### src/rtl/popcnt_decoder.sv
// Buffers 2-bit ones-count words in a small FIFO and replays each one as a
// three-beat serial thermometer code (a,b,c) over a valid/ready output.
module popcnt_decoder #(
  parameter int DEPTH = 4
) (
  input  logic                     clk,
  input  logic                     rst,
  input  logic                     in_valid,
  output logic                     in_ready,
  input  logic [1:0]               in_cnt,
  output logic                     out_valid,
  input  logic                     out_ready,
  output logic                     out_bit,
  output logic                     out_last,
  output logic [$clog2(DEPTH):0]   level
);

  localparam int AW = $clog2(DEPTH);
  localparam int LW = AW + 1;

  typedef enum logic [1:0] {IDLE, BIT0, BIT1, BIT2} state_t;

  state_t         state;
  logic [1:0]     mem [DEPTH];
  logic [AW-1:0]  wr_ptr;
  logic [AW-1:0]  rd_ptr;
  logic [2:0]     shreg;
  logic           push;
  logic           pop;
  logic           beat;

  // Thermometer code, MSB emitted first: 0->000, 1->100, 2->110, 3->111.
  function automatic logic [2:0] thermo(input logic [1:0] c);
    return {c != 2'd0, c[1], c == 2'd3};
  endfunction

  // Outputs are decoded straight from registered state; the reset gate keeps
  // them quiet during the cycle reset is first asserted.
  assign in_ready  = !rst && (level < LW'(DEPTH));
  assign out_valid = !rst && (state != IDLE);
  assign out_bit   = !rst && shreg[2];
  assign out_last  = !rst && (state == BIT2);

  assign beat = out_valid && out_ready;
  assign push = in_valid && in_ready;
  assign pop  = (level != '0) && ((state == IDLE) || ((state == BIT2) && beat));

  // NOTE: the storage array carries no reset; level and the pointers alone
  // define which entries are live, so resetting the data would only add cost.
  always_ff @(posedge clk) begin
    if (push) mem[wr_ptr] <= in_cnt;
  end

  // NOTE: all state uses non-blocking assignments so every register samples
  // the pre-edge values of the others, regardless of statement order.
  always_ff @(posedge clk) begin
    if (rst) begin
      state  <= IDLE;
      wr_ptr <= '0;
      rd_ptr <= '0;
      level  <= '0;
      shreg  <= '0;
    end else begin
      if (push) wr_ptr <= wr_ptr + 1'b1;
      if (pop)  rd_ptr <= rd_ptr + 1'b1;

      case ({push, pop})
        2'b10:   level <= level + 1'b1;
        2'b01:   level <= level - 1'b1;
        default: level <= level;
      endcase

      case (state)
        IDLE: begin
          if (pop) begin
            shreg <= thermo(mem[rd_ptr]);
            state <= BIT0;
          end
        end
        BIT0: begin
          if (beat) begin
            shreg <= shreg << 1;
            state <= BIT1;
          end
        end
        BIT1: begin
          if (beat) begin
            shreg <= shreg << 1;
            state <= BIT2;
          end
        end
        BIT2: begin
          // Chain straight into the next word when one is queued.
          if (beat) begin
            if (pop) begin
              shreg <= thermo(mem[rd_ptr]);
              state <= BIT0;
            end else begin
              shreg <= '0;
              state <= IDLE;
            end
          end
        end
        default: state <= IDLE;
      endcase
    end
  end

endmodule
### config.mk
export PLATFORM = sky130hd
export DESIGN_NAME = popcnt_decoder
export DESIGN_NICKNAME = d
export VERILOG_FILES = /design/src/rtl/popcnt_decoder.sv
export SDC_FILE = /design/constraint.sdc
export NUM_CORES = 1
export LEC_CHECK = 0
export CAP_MARGIN = 0
export CORE_MARGIN = 2
export CORE_UTILIZATION = 58
export CTS_CLUSTER_DIAMETER = 50
export CTS_CLUSTER_SIZE = 14
export DETAILED_ROUTE_END_ITERATION = 10
export GPL_ROUTABILITY_DRIVEN = 0
export PLACE_DENSITY_LB_ADDON = 0.15
export REMOVE_ABC_BUFFERS = 1
export SETUP_SLACK_MARGIN = 0.5
export SLEW_MARGIN = 10
export SYNTH_ARGS = -nofsm -noshare
export SYNTH_HDL_FRONTEND = slang
export SYNTH_SLANG_ARGS = --single-unit
### constraint.sdc
create_clock -name clk -period 4.2 [get_ports clk]
set_clock_uncertainty 0.2 [all_clocks]
set_input_delay 0.42 -clock clk [delete_from_list [all_inputs] [get_ports clk]]
set_output_delay 0.42 -clock clk [all_outputs]
set_load 0.05 [all_outputs]
==> results.md <==
* Area contributors post-synth: dfxtp_1 (25%), edfxtp_1 (21%), ha_1 (10%), nor2_1 (5.0%), mux4_2 (4.0%)
* Switching fraction of total power at 0.398
* Syn Inst Count at 108
* Synth top area share at 0.248
* Clk_lat worst skew at 0.30 ns
* Clock power frac at 0.166
* Relative slew slack at 0.662
* Crit path launch: state[1]
* Syn Area/Cell at 10.5 um^2
* Reg2reg setup slack at 1.47 ns
* Die Wd at 48.2 um
* Chip height at 48.2 um
* Via Count at 804
* Share of cells above drive strength 1 at 0.0984
* Pint at 577 uW
* Die ar. at 2320 um^2
* RSZ-0062 raised after global routing: false
* Core area at 1780 um^2
* # DRC at 0
* Pins Over Slew Limit at 0
* Critical-path cell list: ha_1 -> and3b_1 -> o21a_1 -> ha_1 -> inv_1 -> fa_1 -> xor2_1 -> or3_2 -> a21oi_1
* R2r startpoint: state[1]
* Vias per Instance at 5.47
* Post-Layout Cell Count at 147
* Critical Path AT at 2.77 ns
* Num CTS Buffers at 3
* Hold Crit Class: reg -> reg
* Post-synth ARST share at 0
* Power Density at 721 nW/um^2
* Final Hold Fails at 0
* Share of the yosys chip area belonging to registers at 0.460
* Switching power at 382 uW
* Largest stage delay on the critical path at 0.42 ns
* Max Fclk at 366 MHz
* Vias in the first global route at 737
* Leak at 0.508 nW
* Final setup TNS at 0 ns
* Register share of total power at 0.323
* Crit path top cell by count: ha_1
* Row count at 15
* Flops & latches, synth at 22
* Setup Viol. Count Final at 0
* Reg-to-Reg End: level[2]
* Nature of the critical path endpoint: register
* Area Overhead vs Synth at 17.6%
* N_diodes at 0
* Pre-CTS setup slack at 1.20 ns
* Clk slew on worst S/H paths at 0.13 ns
* Max IR drop VDD at 0.000493 V
* First-pass GRT wire length at 3080 um
* Worst-Margin Slew at 0.505 ns
* Setup ws final at 1.47 ns
* I/O Buffers at 12
* Hold-fix buffers, CTS at 0
* Max-cap viol count at 0
* Root Driver: clkbuf_4
* Clock Tree Buf Depth at 2
* CTS tree: done
* Crit path launch type: register
* Wirelength per Cell at 12.8 um
* I/O pins at 13
* Post-cts resize count at 0
* Initial antenna violation count at 0
* CTS H-tree depth at 1
* Netlist Area Pre-Place at 1130 um^2
* Final min period at 2.73 ns
* Status: finished clean
* WL final at 1880 um
* Yosys cell types at 37
* Kind of critical path: reg -> reg
* Critical path required time at 4.24 ns
* Clk sink count at 22
* Crit-path max FO at 7
* Synth Flop Type: dfxtp_1
* Final Util at 0.746
* Final net count at 139
* Period utilization at 0.650
* Placed cell count at 143
* Crit path to: level[2]
* Starting DRT DRC Count at 17
* Post-route ant nets at 0
* Synth warnings at 0
* First drt pass iteration count at 4
* Gate power share at 0.511
* EDFF count, synth at 8
* Synth area leader: dfxtp_1
* Post-CTS Setup Inserts at 0
* Worst path slowest cell: dfxtp_1
* Grt ovf at 0
* Largest net degree at the start of global routing at 16
* Reg2Reg Depth at 9
* Initial Util at 0.634
* GRT Overall Usage at 0.193
* WHS at 0.296 ns
* DPL Wire Length at 1430 um
[cell families after synthesis]
kind of cell | count (synthesis) | share of synthesized area
buf+inv | 12 | 0.0409
flops | 22 | 0.460
mux | 2 | 0.0398
compound gates | 20 | 0.125
xor+xnor | 5 | 0.0387
fa+ha+maj | 10 | 0.117
simple gates | 37 | 0.178
[layer usage]
metal / vias up / wire length [um] / global-route usage
met1: 377 / 842 / 0.237
met3: 2 / 62 / 0.0222
met2: 16 / 966 / 0.339
met4: 0 / 13 / 0.0811
met5: - / 0 / 0
li1: 409 / - / -
[worst min path at each step]
stage	start	endpoint	slack, ns	cells past startpoint
after floorplan	shreg[0]	shreg[0]	0.26	2
after global placement	shreg[0]	shreg[0]	0.28	2
after detailed placement	shreg[2]	shreg[2]	0.28	2
after CTS	shreg[0]	shreg[0]	0.30	2
after global routing	shreg[2]	shreg[2]	0.32	2
final	shreg[0]	shreg[0]	0.30	2
[cell usage in the layout, fill, tap and decap left out, drive strengths merged, types with 3 or more instances in the layout]
| cell | n |
|---|---|
| nor2 | 15 |
| dfxtp | 14 |
| nand2 | 3 |
| nor2b | 4 |
| and3 | 4 |
| ha | 9 |
| xor2 | 3 |
| inv | 9 |
| clkbuf | 3 |
| nor3 | 3 |
| a21oi | 5 |
| clkdlybuf4s50 | 12 |
| edfxtp | 8 |
[state kept, by name (all words and copies together) (netlist names), named ones only]
name	cells
mem	8
rd_ptr	2
level	3
state	2
shreg	3
wr_ptr	2
[cell usage after synthesis, types with 3 or more instances]
cell	count
nor2_1	15
dfxtp_1	14
ha_1	9
inv_1	9
edfxtp_1	8
a21oi_1	4
and3_1	4
nor2b_1	4
nand2_1	3
nor3_1	3
xor2_1	3
[final cells by class]
cell class,instances,area (um^2)
timing repair buffer,13,128
inverter,9,33.8
clock inverter,1,30.0
clock buffer,3,22.5
tap,25,31.3
multi-input combinational,74,564
fill,128,453
sequential,22,520
[power groups by stage]
stage / Clock, mW / Combinational (mW) / Sequential (mW)
4_1_cts: 0.163 / 0.492 / 0.311
3_3_place_gp: 0 / 0.476 / 0.314
3_5_place_dp: 0 / 0.488 / 0.316
2_1_floorplan: 0 / 0.351 / 0.341
5_1_grt: 0.170 / 0.552 / 0.318
6_report: 0.159 / 0.490 / 0.310
[through the flow]
stage                     power, mW  area, um^2
after global routing           1.04        1330
after detailed placement      0.803        1280
after floorplan               0.692        1120
after global placement        0.790        1280
after CTS                     0.966        1330
final                         0.959        1330
[worst max-delay path: cells and delay by family, from the launching register on]
| kind | cells | cell delay, ns |
|---|---|---|
| xor gates and xnor gates | 1 | 0.15 |
| DFF | 1 | 0.42 |
| buffers and inverters | 1 | 0.06 |
| adders and majority gates | 3 | 0.88 |
| and+or+nand+nor | 2 | 0.65 |
| AOI/OAI and AO/OA | 2 | 0.31 |
Power figures use the tool's default switching activity.
